===== src/rtl/alu_arbiter.sv =====
`default_nettype none
// ============================================================================
// Module   : alu_arbiter
// Purpose  : Round-robin arbiter/sequencer sharing one ALU among NUM_REQ
//            requesters. Optional WAIT timeout enabled by ALU_ARB_TIMEOUT_EN.
// Revision : 1.0 - initial release
// ============================================================================
module alu_arbiter #(
    parameter int NUM_REQ = 4,
    parameter int DATA_W  = 8,
    parameter int OP_W    = 3,
    parameter int RES_W   = 16,
    parameter int TIMEOUT = 255
) (
    input  logic                      clk,
    input  logic                      reset_n,
    input  logic [NUM_REQ-1:0]        req_valid,
    output logic [NUM_REQ-1:0]        req_ready,
    input  logic [NUM_REQ*DATA_W-1:0] req_a,
    input  logic [NUM_REQ*DATA_W-1:0] req_b,
    input  logic [NUM_REQ*OP_W-1:0]   req_op,
    output logic [NUM_REQ-1:0]        rsp_valid,
    output logic [RES_W-1:0]          rsp_result,
    output logic                      rsp_error,
    output logic                      busy,
    output logic [DATA_W-1:0]         alu_a,
    output logic [DATA_W-1:0]         alu_b,
    output logic [OP_W-1:0]           alu_op,
    output logic                      alu_start,
    input  logic [RES_W-1:0]          alu_result,
    input  logic                      alu_done
);

    localparam int c_PTR_W = (NUM_REQ > 1) ? $clog2(NUM_REQ) : 1;
    localparam logic [c_PTR_W:0] c_NUM = (c_PTR_W+1)'(NUM_REQ);
    localparam logic [c_PTR_W-1:0] c_LAST = c_PTR_W'(NUM_REQ - 1);

    typedef enum logic [1:0] {
        c_IDLE  = 2'd0,
        c_ISSUE = 2'd1,
        c_WAIT  = 2'd2,
        c_RESP  = 2'd3
    } state_t;

    generate
        if (NUM_REQ < 2 || NUM_REQ > 8 || TIMEOUT < 1 || TIMEOUT > 65535) begin : g_bad_params
            $error("alu_arbiter: NUM_REQ or TIMEOUT out of range");
        end
    endgenerate

    state_t               r_state;
    logic [c_PTR_W-1:0]   r_ptr;
    logic [c_PTR_W-1:0]   r_owner;
    logic [DATA_W-1:0]    r_alu_a;
    logic [DATA_W-1:0]    r_alu_b;
    logic [OP_W-1:0]      r_alu_op;
    logic                 r_alu_start;
    logic [NUM_REQ-1:0]   r_rsp_valid;
    logic [RES_W-1:0]     r_rsp_result;
    logic                 r_busy;

    logic [NUM_REQ-1:0]   w_rot;
    logic                 w_found;
    logic [c_PTR_W-1:0]   w_offset;
    logic [c_PTR_W:0]     w_sum;
    logic [c_PTR_W:0]     w_wrapped;
    logic [c_PTR_W-1:0]   w_winner;
    logic [c_PTR_W-1:0]   w_next_ptr;
    logic [NUM_REQ-1:0]   w_grant_oh;
    logic [NUM_REQ-1:0]   w_owner_oh;

`ifdef ALU_ARB_TIMEOUT_EN
    localparam int c_CNT_W = (TIMEOUT > 255) ? 16 : 8;
    localparam logic [c_CNT_W-1:0] c_LIMIT = c_CNT_W'(TIMEOUT);
    logic [c_CNT_W-1:0]   r_cnt;
    logic                 r_rsp_error;
    assign rsp_error = r_rsp_error;
`else
    assign rsp_error = 1'b0;
`endif

    // Rotate so bit 0 is the requester at the priority pointer.
    assign w_rot = NUM_REQ'({req_valid, req_valid} >> r_ptr);

    always_comb begin
        w_found  = 1'b0;
        w_offset = '0;
        for (int k = NUM_REQ - 1; k >= 0; k--) begin
            if (w_rot[k]) begin
                w_found  = 1'b1;
                w_offset = c_PTR_W'(k);
            end
        end
    end

    assign w_sum      = {1'b0, r_ptr} + {1'b0, w_offset};
    assign w_wrapped  = (w_sum >= c_NUM) ? (w_sum - c_NUM) : w_sum;
    assign w_winner   = w_wrapped[c_PTR_W-1:0];
    assign w_next_ptr = (w_winner == c_LAST) ? '0 : (w_winner + c_PTR_W'(1));
    assign w_grant_oh = NUM_REQ'(1) << w_winner;
    assign w_owner_oh = NUM_REQ'(1) << r_owner;

    assign req_ready  = (reset_n && (r_state == c_IDLE) && w_found) ? w_grant_oh : '0;

    assign rsp_valid  = r_rsp_valid;
    assign rsp_result = r_rsp_result;
    assign busy       = r_busy;
    assign alu_a      = r_alu_a;
    assign alu_b      = r_alu_b;
    assign alu_op     = r_alu_op;
    assign alu_start  = r_alu_start;

    always_ff @(posedge clk) begin
        if (!reset_n) begin
            r_state      <= c_IDLE;
            r_ptr        <= '0;
            r_owner      <= '0;
            r_alu_a      <= '0;
            r_alu_b      <= '0;
            r_alu_op     <= '0;
            r_alu_start  <= 1'b0;
            r_rsp_valid  <= '0;
            r_rsp_result <= '0;
            r_busy       <= 1'b0;
`ifdef ALU_ARB_TIMEOUT_EN
            r_cnt        <= '0;
            r_rsp_error  <= 1'b0;
`endif
        end else begin
            r_alu_start <= 1'b0;
            r_rsp_valid <= '0;
            case (r_state)
                c_IDLE: begin
                    if (w_found) begin
                        r_owner     <= w_winner;
                        r_ptr       <= w_next_ptr;
                        r_alu_a     <= req_a[w_winner*DATA_W +: DATA_W];
                        r_alu_b     <= req_b[w_winner*DATA_W +: DATA_W];
                        r_alu_op    <= req_op[w_winner*OP_W +: OP_W];
                        r_alu_start <= 1'b1;
                        r_busy      <= 1'b1;
                        r_state     <= c_ISSUE;
                    end
                end
                c_ISSUE: begin
`ifdef ALU_ARB_TIMEOUT_EN
                    r_cnt   <= '0;
`endif
                    r_state <= c_WAIT;
                end
                c_WAIT: begin
                    // A done on the limit cycle still yields a normal response.
                    if (alu_done) begin
                        r_rsp_result <= alu_result;
                        r_rsp_valid  <= w_owner_oh;
`ifdef ALU_ARB_TIMEOUT_EN
                        r_rsp_error  <= 1'b0;
`endif
                        r_state      <= c_RESP;
                    end
`ifdef ALU_ARB_TIMEOUT_EN
                    else if (r_cnt == c_LIMIT) begin
                        r_rsp_result <= '0;
                        r_rsp_valid  <= w_owner_oh;
                        r_rsp_error  <= 1'b1;
                        r_state      <= c_RESP;
                    end else begin
                        r_cnt <= r_cnt + c_CNT_W'(1);
                    end
`endif
                end
                c_RESP: begin
                    r_busy  <= 1'b0;
                    r_state <= c_IDLE;
                end
                default: begin
                    r_busy  <= 1'b0;
                    r_state <= c_IDLE;
                end
            endcase
        end
    end

endmodule
`default_nettype wire


===== config.mk =====
export PLATFORM = sky130hd
export DESIGN_NAME = alu_arbiter
export DESIGN_NICKNAME = d
export VERILOG_FILES = /design/src/rtl/alu_arbiter.sv
export SDC_FILE = /design/constraint.sdc
export NUM_CORES = 1
export LEC_CHECK = 0
export CAP_MARGIN = 5
export CORE_MARGIN = 2
export CORE_UTILIZATION = 43
export DETAILED_ROUTE_END_ITERATION = 12
export PLACE_DENSITY = 0.88
export SLEW_MARGIN = 20
export SYNTH_ARGS = -nofsm -noshare
export SYNTH_HDL_FRONTEND = slang
export SYNTH_SLANG_ARGS = --single-unit

===== constraint.sdc =====
create_clock -name clk -period 9.76 [get_ports clk]
set_clock_uncertainty 0.2 [all_clocks]
set_input_delay 1.464 -clock clk [delete_from_list [all_inputs] [get_ports clk]]
set_output_delay 1.464 -clock clk [all_outputs]
set_load 0.02 [all_outputs]

==> impl_metrics.yaml, run 1 <==
synthesis:
  ys_top_cells_by_area: "dfxtp_1 (33%), mux2_2 (15%), a221oi_1 (11%)"
  ys.flop_type: "dfxtp_1"
  synth_edf_count: 0
  synthCells: 319
  yosysSeqAreaShare: 0.335
  ys_ff_latch: 47
  syn-mean-instance-area_um2: 8.82
  synth_top_area_share: 0.335
  syn-cell-area_um2: 2810
  syn_nets: 424
  yosysUniqueCellTypes: 38
  synth.largest_area_cell: "dfxtp_1"
  synth_warnings: 0
  async_flop_share: 0
final_layout:
  area_delta_synth_final_pct: 52.9
  regArea_um2: 941
  fin_area_um2: 4300
  drive_gt1_frac: 0.134
  nets: 545
  final_common_cell: "clkdlybuf4s50_1"
  nFillCells: 500
  multi_input_area_um2: 1680
  antenna_cells: 0
  most-common-layout-cells: "clkdlybuf4s50_1 (143), nand2_1 (58), dfxtp_1 (47), mux2_2 (38), a221oi_1 (34)"
routing:
  drtPass1Iterations: 4
  ant_nets: 0
  drt-initial-drc-count: 155
  vias_per_cell: 5.45
  wirelength_um: 7740
  route.detailed.drc: 0
  vias: 2822
  wl_per_cell_um: 14.9
worst_setup_path:
  reg2reg_from: "r_ptr[0]"
  path_depth: 9
  worstReg2RegEnd: "alu_a[7]"
  crit_fanout: 44
  worstSetupPathType: "in2out"
  path_buf_inv: 2
  critPathRequiredTime_ps: 8100
  worstSetupEndpointType: "output pin"
  rr_worst_depth: 8
  cp_top_family: "buffers and inverters"
  path_cells: "clkdlybuf4s50_1 > nor2_1 > a211oi_1 > a21oi_1 > a211o_1 > ha_2 > ha_1 > and3_1 > clkdlybuf4s50_1"
  max_stage_delay_ps: 930
  worst_path_max_delay_cell: "ha_2"
  r2r_slack_ps: 6380
  cpMostUsedCell: "clkdlybuf4s50_1"
  cp.arrival_ps: 4840
  worstSetupStartpointType: "input port"
cts:
  cts_hold_buf: 0
  clkTransAtPathRegs_ps: 90
  ctsRootBufferMaster: "clkbuf_8"
  post_cts_resized: 0
  cts_buffer_depth: 2
  numCtsBuffers: 5
  post_cts_buffers: 0
  cts_tree: "yes"
  clkSinkCount: 47
  clkLatencyLatePin_ps: 300
  htree_levels: 2
sta:
  worst_pin_slew_ps: 917
  finalMaxSlewViolations: 0
  fmax_mhz: 154
  slew-limit-headroom: 0.389
  setup_viol: 0
  grt_setup_unrepaired: "false"
  layout_min_cycle_time_ps: 6510
  min_period_over_period: 0.667
  tns_ps: 0
  whs_ps: 250
  timing_hold_violations_final: 0
grt:
  globalRouteMet3Util: 0.0574
  grt_util_met1: 0.248
  grt_pass1_wl_um: 12300
  grt_overflow: 0
  grtUsageTotal: 0.210
  antenna_found_initial: 0
  grt_max_degree: 45
  busiest_layer: "met2"
  grt_pass1_vias: 2580
  met2_usage: 0.369
floorplan:
  dieArea_um2: 7200
  placementRows: 29
  die_x_um: 84.9
  core-area_um2: 6350
  die_y_um: 84.9
  pin_count: 145
  initial_core_util: 0.443
min_path:
  holdCritPathClass: "reg2reg"
  hold_path_depth: 2
  min_to: "alu_op[1]"
  hold_start: "alu_op[1]"
status:
  status: "completed"
run:
  drv_cap: 0
placed_design:
  numPortBuffers: 143
  placed_cell_area_um2: 4180
  gp_congestion: 0.873
  dp_hpwl_um: 5710
power:
  powerDensity_nw_per_um2: 237
  power.leakage_nw: 1.56
  peakVddDrop_mv: 0.136
## Yosys cell counts (2+ instances only)
| cell type | number |
|---|---|
| ha_1 | 6 |
| nor2b_1 | 3 |
| dfxtp_1 | 47 |
| nor3_1 | 7 |
| xnor2_1 | 2 |
| clkbuf_1 | 13 |
| nor2_1 | 15 |
| and3_1 | 3 |
| a221oi_1 | 34 |
| a21boi_0 | 18 |
| inv_1 | 7 |
| o21ai_0 | 7 |
| buf_6 | 7 |
| o21ai_1 | 13 |
| o32ai_1 | 2 |
| mux2_2 | 38 |
| a221oi_2 | 4 |
| buf_2 | 8 |
| a21oi_1 | 5 |
| nand2b_1 | 3 |
| and2_1 | 2 |
| nand2_1 | 58 |
| buf_1 | 2 |
## sequential cells by signal, indices dropped and copies added, names as in the netlist, 2 cells and up
| signal | cells |
|---|---|
| rsp_result | 16 |
| r_ptr | 2 |
| rsp_valid | 4 |
| alu_b | 8 |
| r_owner | 2 |
| r_state | 2 |
| alu_op | 3 |
| alu_a | 8 |
## per-layer routing
| layer | wire (µm) | part of all wire | vias to the layer above |
|---|---|---|---|
| li1 | - | - | 1404 |
| met1 | 3080 | 0.40 | 1313 |
| met2 | 4000 | 0.52 | 93 |
| met3 | 517 | 0.067 | 12 |
| met4 | 146 | 0.019 | 0 |
| met5 | 0 | 0 | - |
## area by class of cell
type | count | share of cell area
clock buffer | 5 | 0.0160
multi-input combinational | 234 | 0.389
sequential | 47 | 0.219
tap | 77 | 0.0224
timing repair buffer | 145 | 0.337
clock inverter | 3 | 0.0102
inverter | 7 | 0.00611
## kinds of logic (layout without fill, tap and decap cells)
group | count (synthesis) | in the layout | synth area share
adders and majority gates | 6 | 6 | 0.0267
DFF | 47 | 47 | 0.335
buffers and inverters | 38 | 160 | 0.0743
AOI/OAI and AO/OA | 91 | 91 | 0.257
muxes | 39 | 39 | 0.156
other | 1 | 1 | 0.00133
xor gates and xnor gates | 2 | 2 | 0.00623
and+or+nand+nor | 95 | 95 | 0.145
## power breakdown
part           switching, W  internal (W)
Combinational      0.000302      0.000293
Clock             0.0000684     0.0000763
Sequential        0.0000326      0.000248
## worst reg2reg max path: cells and delay by family (launching register included)
kind,cells,cell delay [ps]
compound gates,5,1000
fa+ha+maj,1,930
flops,1,580
mux,1,460
simple gates,1,100
## how the worst max path moves through the flow
stage | from | to | slack [ps]
after floorplan | req_valid[2] | req_ready[0] | 4700
after global placement | req_valid[0] | req_ready[3] | 3380
after CTS | req_valid[0] | req_ready[3] | 3260
final | req_valid[0] | req_ready[3] | 3250
after detailed placement | req_valid[0] | req_ready[3] | 3250
after global routing | req_valid[0] | req_ready[3] | 3070
## through the flow
stage | instances | power [W] | setup WS (ps) | util
2_1_floorplan | 319 | 0.000693 | 4700 | -
3_3_place_gp | 509 | 0.000860 | 3380 | 0.658
3_5_place_dp | 509 | 0.000878 | 3250 | 0.658
4_1_cts | 517 | 0.00103 | 3260 | 0.676
5_1_grt | 518 | 0.00109 | 3070 | 0.677
6_report | 518 | 0.00102 | 3250 | 0.677
(Power assumes the default switching activity.)
==> run 2, diff against run 1 <==
--- a/config.mk
+++ b/config.mk
@@ -7,9 +7,9 @@
 export LEC_CHECK = 0
 export CAP_MARGIN = 5
 export CORE_MARGIN = 2
-export CORE_UTILIZATION = 43
+export CORE_UTILIZATION = 40
 export DETAILED_ROUTE_END_ITERATION = 12
-export PLACE_DENSITY = 0.88
+export PLACE_DENSITY = 0.83
 export SLEW_MARGIN = 20
 export SYNTH_ARGS = -nofsm -noshare
 export SYNTH_HDL_FRONTEND = slang
==> constraint.sdc (replaced) <==
create_clock -name clk -period 6.1 [get_ports clk]
set_clock_uncertainty 0.2 [all_clocks]
set_input_delay 0.915 -clock clk [delete_from_list [all_inputs] [get_ports clk]]
set_output_delay 0.915 -clock clk [all_outputs]
set_load 0.02 [all_outputs]
==> run 2 against run 1 <==
Against the previous run:
- register-to-register slack worse by 3500 ps
- clock power is 61% higher
- via count is 1.1% lower
- sequential share of layout area is 0.18 points lower
- routed wire length is 1.1% higher
- hold slack better by 4.4 ps
- first-iteration DRC count is 58% lower
- critical path type unchanged
- critical endpoint unchanged
==> impl_metrics.yaml, run 2 (same netlist as run 1, synthesis figures left out) <==
grt:
  grt_max_degree: 39
  grtUsageTotal: 0.201
  grt_overflow: 0
  antenna_found_initial: 0
  grt_pass1_vias: 2733
  grt_pass1_wl_um: 12400
worst_setup_path:
  max_stage_delay_ps: 590
  crit_fanout: 10
  path_buf_inv: 3
  critPathRequiredTime_ps: 4980
  worstSetupPathType: "in2out"
  cp.arrival_ps: 4030
  worstSetupStartpointType: "input port"
  worstSetupEndpointType: "output pin"
  cp_top_family: "buffers and inverters"
  worst_path_max_delay_cell: "clkdlybuf4s50_1"
  path_cells: "clkdlybuf4s50_1 > nand2_1 > nor2_1 > a211oi_1 > a21oi_1 > a211o_1 > ha_2 > xnor2_1 > xnor2_1 > inv_1 > ha_1 > and3_1 > clkdlybuf4s50_1"
sta:
  min_period_over_period: 0.843
  fmax_mhz: 194
  slew-limit-headroom: 0.461
  tns_ps: 0
  finalMaxSlewViolations: 0
  grt_setup_unrepaired: "false"
  layout_min_cycle_time_ps: 5140
  timing_hold_violations_final: 0
  worst_pin_slew_ps: 809
  whs_ps: 254
  setup_viol: 0
routing:
  ant_nets: 0
  wirelength_um: 7830
  route.detailed.drc: 0
  wl_per_cell_um: 14.5
  drtPass1Iterations: 4
  drt-initial-drc-count: 65
  vias_per_cell: 5.18
  vias: 2790
final_layout:
  area_delta_synth_final_pct: 54.2
  most-common-layout-cells: "clkdlybuf4s50_1 (143), nand2_1 (58), dfxtp_1 (47), mux2_2 (38), a221oi_1 (34)"
  final_common_cell: "clkdlybuf4s50_1"
  antenna_cells: 0
  drive_gt1_frac: 0.138
  nets: 547
  fin_area_um2: 4340
  largest_reg_flops: 16
min_path:
  holdCritPathClass: "reg2reg"
placed_design:
  placed_cell_area_um2: 4220
  gp_congestion: 0.831
  dp_hpwl_um: 5730
  numPortBuffers: 143
floorplan:
  pin_count: 145
  die_x_um: 87.9
  die_y_um: 87.9
  dieArea_um2: 7720
  placementRows: 30
  core-area_um2: 6790
  initial_core_util: 0.414
cts:
  clkTransAtPathRegs_ps: 80
  post_cts_buffers: 0
  numCtsBuffers: 5
  post_cts_resized: 0
  clkSinkCount: 47
  cts_hold_buf: 0
  cts_tree: "yes"
  clkLatencyLatePin_ps: 300
  cts_buffer_depth: 2
  ctsRootBufferMaster: "clkbuf_8"
  htree_levels: 2
status:
  status: "completed"
power:
  power.leakage_nw: 1.57
  peakVddDrop_mv: 0.162
  powerDensity_nw_per_um2: 378
run:
  drv_cap: 0
[run 2: changes by cell type in the layout (fill, tap and decap cells not counted)]
cell and change:
buf_6 -1, buf_4 +3
[run 2: power breakdown]
part	internal (W)	leakage, nW	switching [W]
clock network	0.000122	0.0581	0.000112
logic	0.000469	1.12	0.000486
registers	0.000397	0.387	0.0000541
total	0.000988	1.57	0.000652
[run 2: per-stage QoR]
| step | power (W) | utilization | setup WS (ps) | cells |
|---|---|---|---|---|
| 6_report | 0.00164 | 0.638 | 958 | 539 |
| 5_1_grt | 0.00175 | 0.638 | 772 | 539 |
| 4_1_cts | 0.00165 | 0.638 | 968 | 539 |
| 3_5_place_dp | 0.00141 | 0.622 | 991 | 531 |
| 3_3_place_gp | 0.00139 | 0.622 | 1090 | 531 |
| 2_1_floorplan | 0.00111 | - | 2140 | 319 |
[run 2: final timing paths]
check,startpoint,endpoint,slack [ps],cells past startpoint
worst max-delay path,req_valid[2],req_ready[3],960,13
worst min-delay path,alu_a[7],alu_a[7],250,2
worst max register to register,r_ptr[0],alu_op[2],2840,9
worst min register to register,alu_a[7],alu_a[7],250,2
[run 2: area by class of cell]
| cell class | instances | area, µm² |
|---|---|---|
| Tap cell | 96 | 120 |
| Timing Repair Buffer | 147 | 1460 |
| Sequential cell | 47 | 941 |
| Clock inverter | 3 | 43.8 |
| Multi-Input combinational cell | 234 | 1680 |
| Fill cell | 565 | 2460 |
| Inverter | 7 | 26.3 |
| Clock buffer | 5 | 68.8 |
[run 2: layer usage]
layer / track usage / share of wire
met1: 0.243 / 0.41
met2: 0.352 / 0.51
met3: 0.0462 / 0.062
met4: 0.0643 / 0.014
met5: 0 / 0
[run 2: tightest hold or removal path: cells and delay by family, from the launching register on]
family / cells / cell delay [ps]
DFF: 1 / 320
AOI/OAI and AO/OA: 1 / 50
and+or+nand+nor: 1 / 50
==> run 3, diff against run 2 <==
==> constraint.sdc (replaced) <==
create_clock -name clk -period 4.99 [get_ports clk]
set_clock_uncertainty 0.2 [all_clocks]
set_input_delay 0.7485 -clock clk [delete_from_list [all_inputs] [get_ports clk]]
set_output_delay 0.7485 -clock clk [all_outputs]
set_load 0.02 [all_outputs]
==> run 3 against run 2 <==
Against the previous run:
- critical path depth is 1 lower
- combinational power is 24% higher
- sequential cell count stayed put
- final area is 0.17% higher
- clock-buffer cell count is 1 higher
- die area stayed put
- non-clock buffer count is 1 higher
- utilization is 0.11 points higher
- critical endpoint unchanged
- hold slack worse by 6.5 ps
==> impl_metrics.yaml, run 3 (same netlist as run 1, synthesis figures left out) <==
cts:
  cts_hold_buf: 0
  cts_tree: "yes"
  clkSinkCount: 47
  cts_buffer_depth: 2
  htree_levels: 2
  post_cts_buffers: 0
  numCtsBuffers: 5
  clkLatencyLatePin_ps: 290
  clkTransAtPathRegs_ps: 80
  ctsRootBufferMaster: "clkbuf_8"
routing:
  vias_per_cell: 5.29
  wl_per_cell_um: 14.8
  route.detailed.drc: 0
  vias: 2851
  drt-met1-wl_um: 3270
  wl_met3_um: 451
  top_layer: "met4"
  wirelength_um: 7980
  dr_wl_met2_um: 4130
  ant_nets: 0
  drtPass1Iterations: 4
  drt-initial-drc-count: 83
final_layout:
  nFillCells: 574
  nets: 548
  multi_input_area_um2: 1680
  area_delta_synth_final_pct: 54.4
  most-common-layout-cells: "clkdlybuf4s50_1 (142), nand2_1 (58), dfxtp_1 (47), mux2_2 (38), a221oi_1 (34)"
  largest_reg_flops: 16
  antenna_cells: 0
  drive_gt1_frac: 0.138
  final_common_cell: "clkdlybuf4s50_1"
  regArea_um2: 941
  utilization: 0.639
worst_setup_path:
  cp_top_family: "buffers and inverters"
  path_cells: "clkdlybuf4s50_1 > inv_1 > a31oi_1 > a21oi_1 > a211o_1 > ha_2 > xnor2_2 > xnor2_1 > inv_1 > ha_1 > and3_1 > clkdlybuf4s50_1"
  cp.arrival_ps: 3840
  path_buf_inv: 4
  worstSetupPathType: "in2out"
  worstSetupStartpointType: "input port"
  worst_path_max_delay_cell: "clkdlybuf4s50_1"
  crit_fanout: 7
  worstSetupEndpointType: "output pin"
  critPathRequiredTime_ps: 4040
  max_stage_delay_ps: 640
floorplan:
  pin_count: 145
  die_y_um: 87.9
  dieArea_um2: 7720
  initial_core_util: 0.414
  die_x_um: 87.9
  core-area_um2: 6790
  placementRows: 30
power:
  power_frac_comb: 0.591
  cell_internal_pwr_w: 0.00121
  peakVddDrop_mv: 0.239
  power.share.clock: 0.134
  seqPwrFrac: 0.275
  swShare: 0.395
  powerDensity_nw_per_um2: 461
  power.leakage_nw: 1.58
  switching_power_w: 0.000791
sta:
  min_period_over_period: 0.959
  timing_hold_violations_final: 0
  fmax_mhz: 209
  tns_ps: 0
  layout_min_cycle_time_ps: 4790
  finalMaxSlewViolations: 0
  slew-limit-headroom: 0.461
  grt_setup_unrepaired: "false"
  worst_pin_slew_ps: 809
  setup_viol: 0
placed_design:
  dp_hpwl_um: 5980
  gp_congestion: 0.922
  numPortBuffers: 143
status:
  status: "completed"
grt:
  grt_overflow: 0
  grt_pass1_wl_um: 13000
  grtUsageTotal: 0.210
  antenna_found_initial: 0
  grt_max_degree: 39
  grt_pass1_vias: 2745
min_path:
  holdCritPathClass: "reg2reg"
run:
  drv_cap: 0
run 3: changes by cell type in the layout (fill, tap and decap cells not counted), sizes merged:
| cell | change |
|---|---|
| clkdlybuf4s50 | -1 |
| clkinv | -2 |
| clkbuf | +1 |
| dlymetal6s2s | +1 |
| buf | +1 |
run 3: area by class of cell:
| class | count | share of cell area |
|---|---|---|
| multi-input cells | 234 | 0.387 |
| repair buffers | 148 | 0.339 |
| flip-flops and latches | 47 | 0.217 |
| well taps | 96 | 0.0276 |
| clock buffers | 6 | 0.0167 |
| clock inverters | 1 | 0.00691 |
| inverters | 7 | 0.00605 |
run 3: layer usage:
metal | global-route usage | vias up
li1 | - | 1410
met1 | 0.254 | 1338
met2 | 0.377 | 91
met4 | 0.0545 | 0
met3 | 0.0462 | 12
met5 | 0 | -
run 3: power by group through the flow:
stage | clock network, W | logic (W) | registers [W]
2_1_floorplan | 0 | 0.000700 | 0.000655
3_3_place_gp | 0 | 0.00115 | 0.000552
3_5_place_dp | 0 | 0.00118 | 0.000558
4_1_cts | 0.000277 | 0.00118 | 0.000549
5_1_grt | 0.000293 | 0.00129 | 0.000565
6_report | 0.000268 | 0.00118 | 0.000550
run 3: path summary, 6_finish.rpt:
path	startpoint	to	slack, ps	cells past startpoint
min	alu_b[3]	alu_b[3]	250	2
max	req_valid[3]	req_ready[3]	200	12
min reg2reg	alu_b[3]	alu_b[3]	250	2
max reg2reg	r_ptr[0]	alu_op[0]	1630	9
run 3: through the flow:
| stage | std cells | hold slack [ps] | total power (W) | setup slack (ps) | cell area (µm²) |
|---|---|---|---|---|---|
| finish | 539 | 248 | 0.00200 | 203 | 4340 |
| detailed placement | 532 | 241 | 0.00174 | 181 | 4230 |
| CTS | 539 | 253 | 0.00201 | 163 | 4330 |
| floorplan | 319 | 223 | 0.00135 | 1360 | 2810 |
| global placement | 532 | 235 | 0.00170 | 367 | 4230 |
| global route | 539 | 275 | 0.00214 | 25.1 | 4340 |
run 3: timing repair:
item,in CTS,in global routing
setup endpoints to repair,0,1
hold endpoints to repair,0,0
gates resized for setup,0,2
run 3: worst reg2reg max path, cell delays in order, from the launching register on:
cell      delay, ps
dfxtp_1         560
nor2_1          110
a211oi_1        270
a21oi_1          70
a211o_1         240
ha_2            480
buf_4           420
mux2_2          420
a221oi_1        350
o21ai_1         120
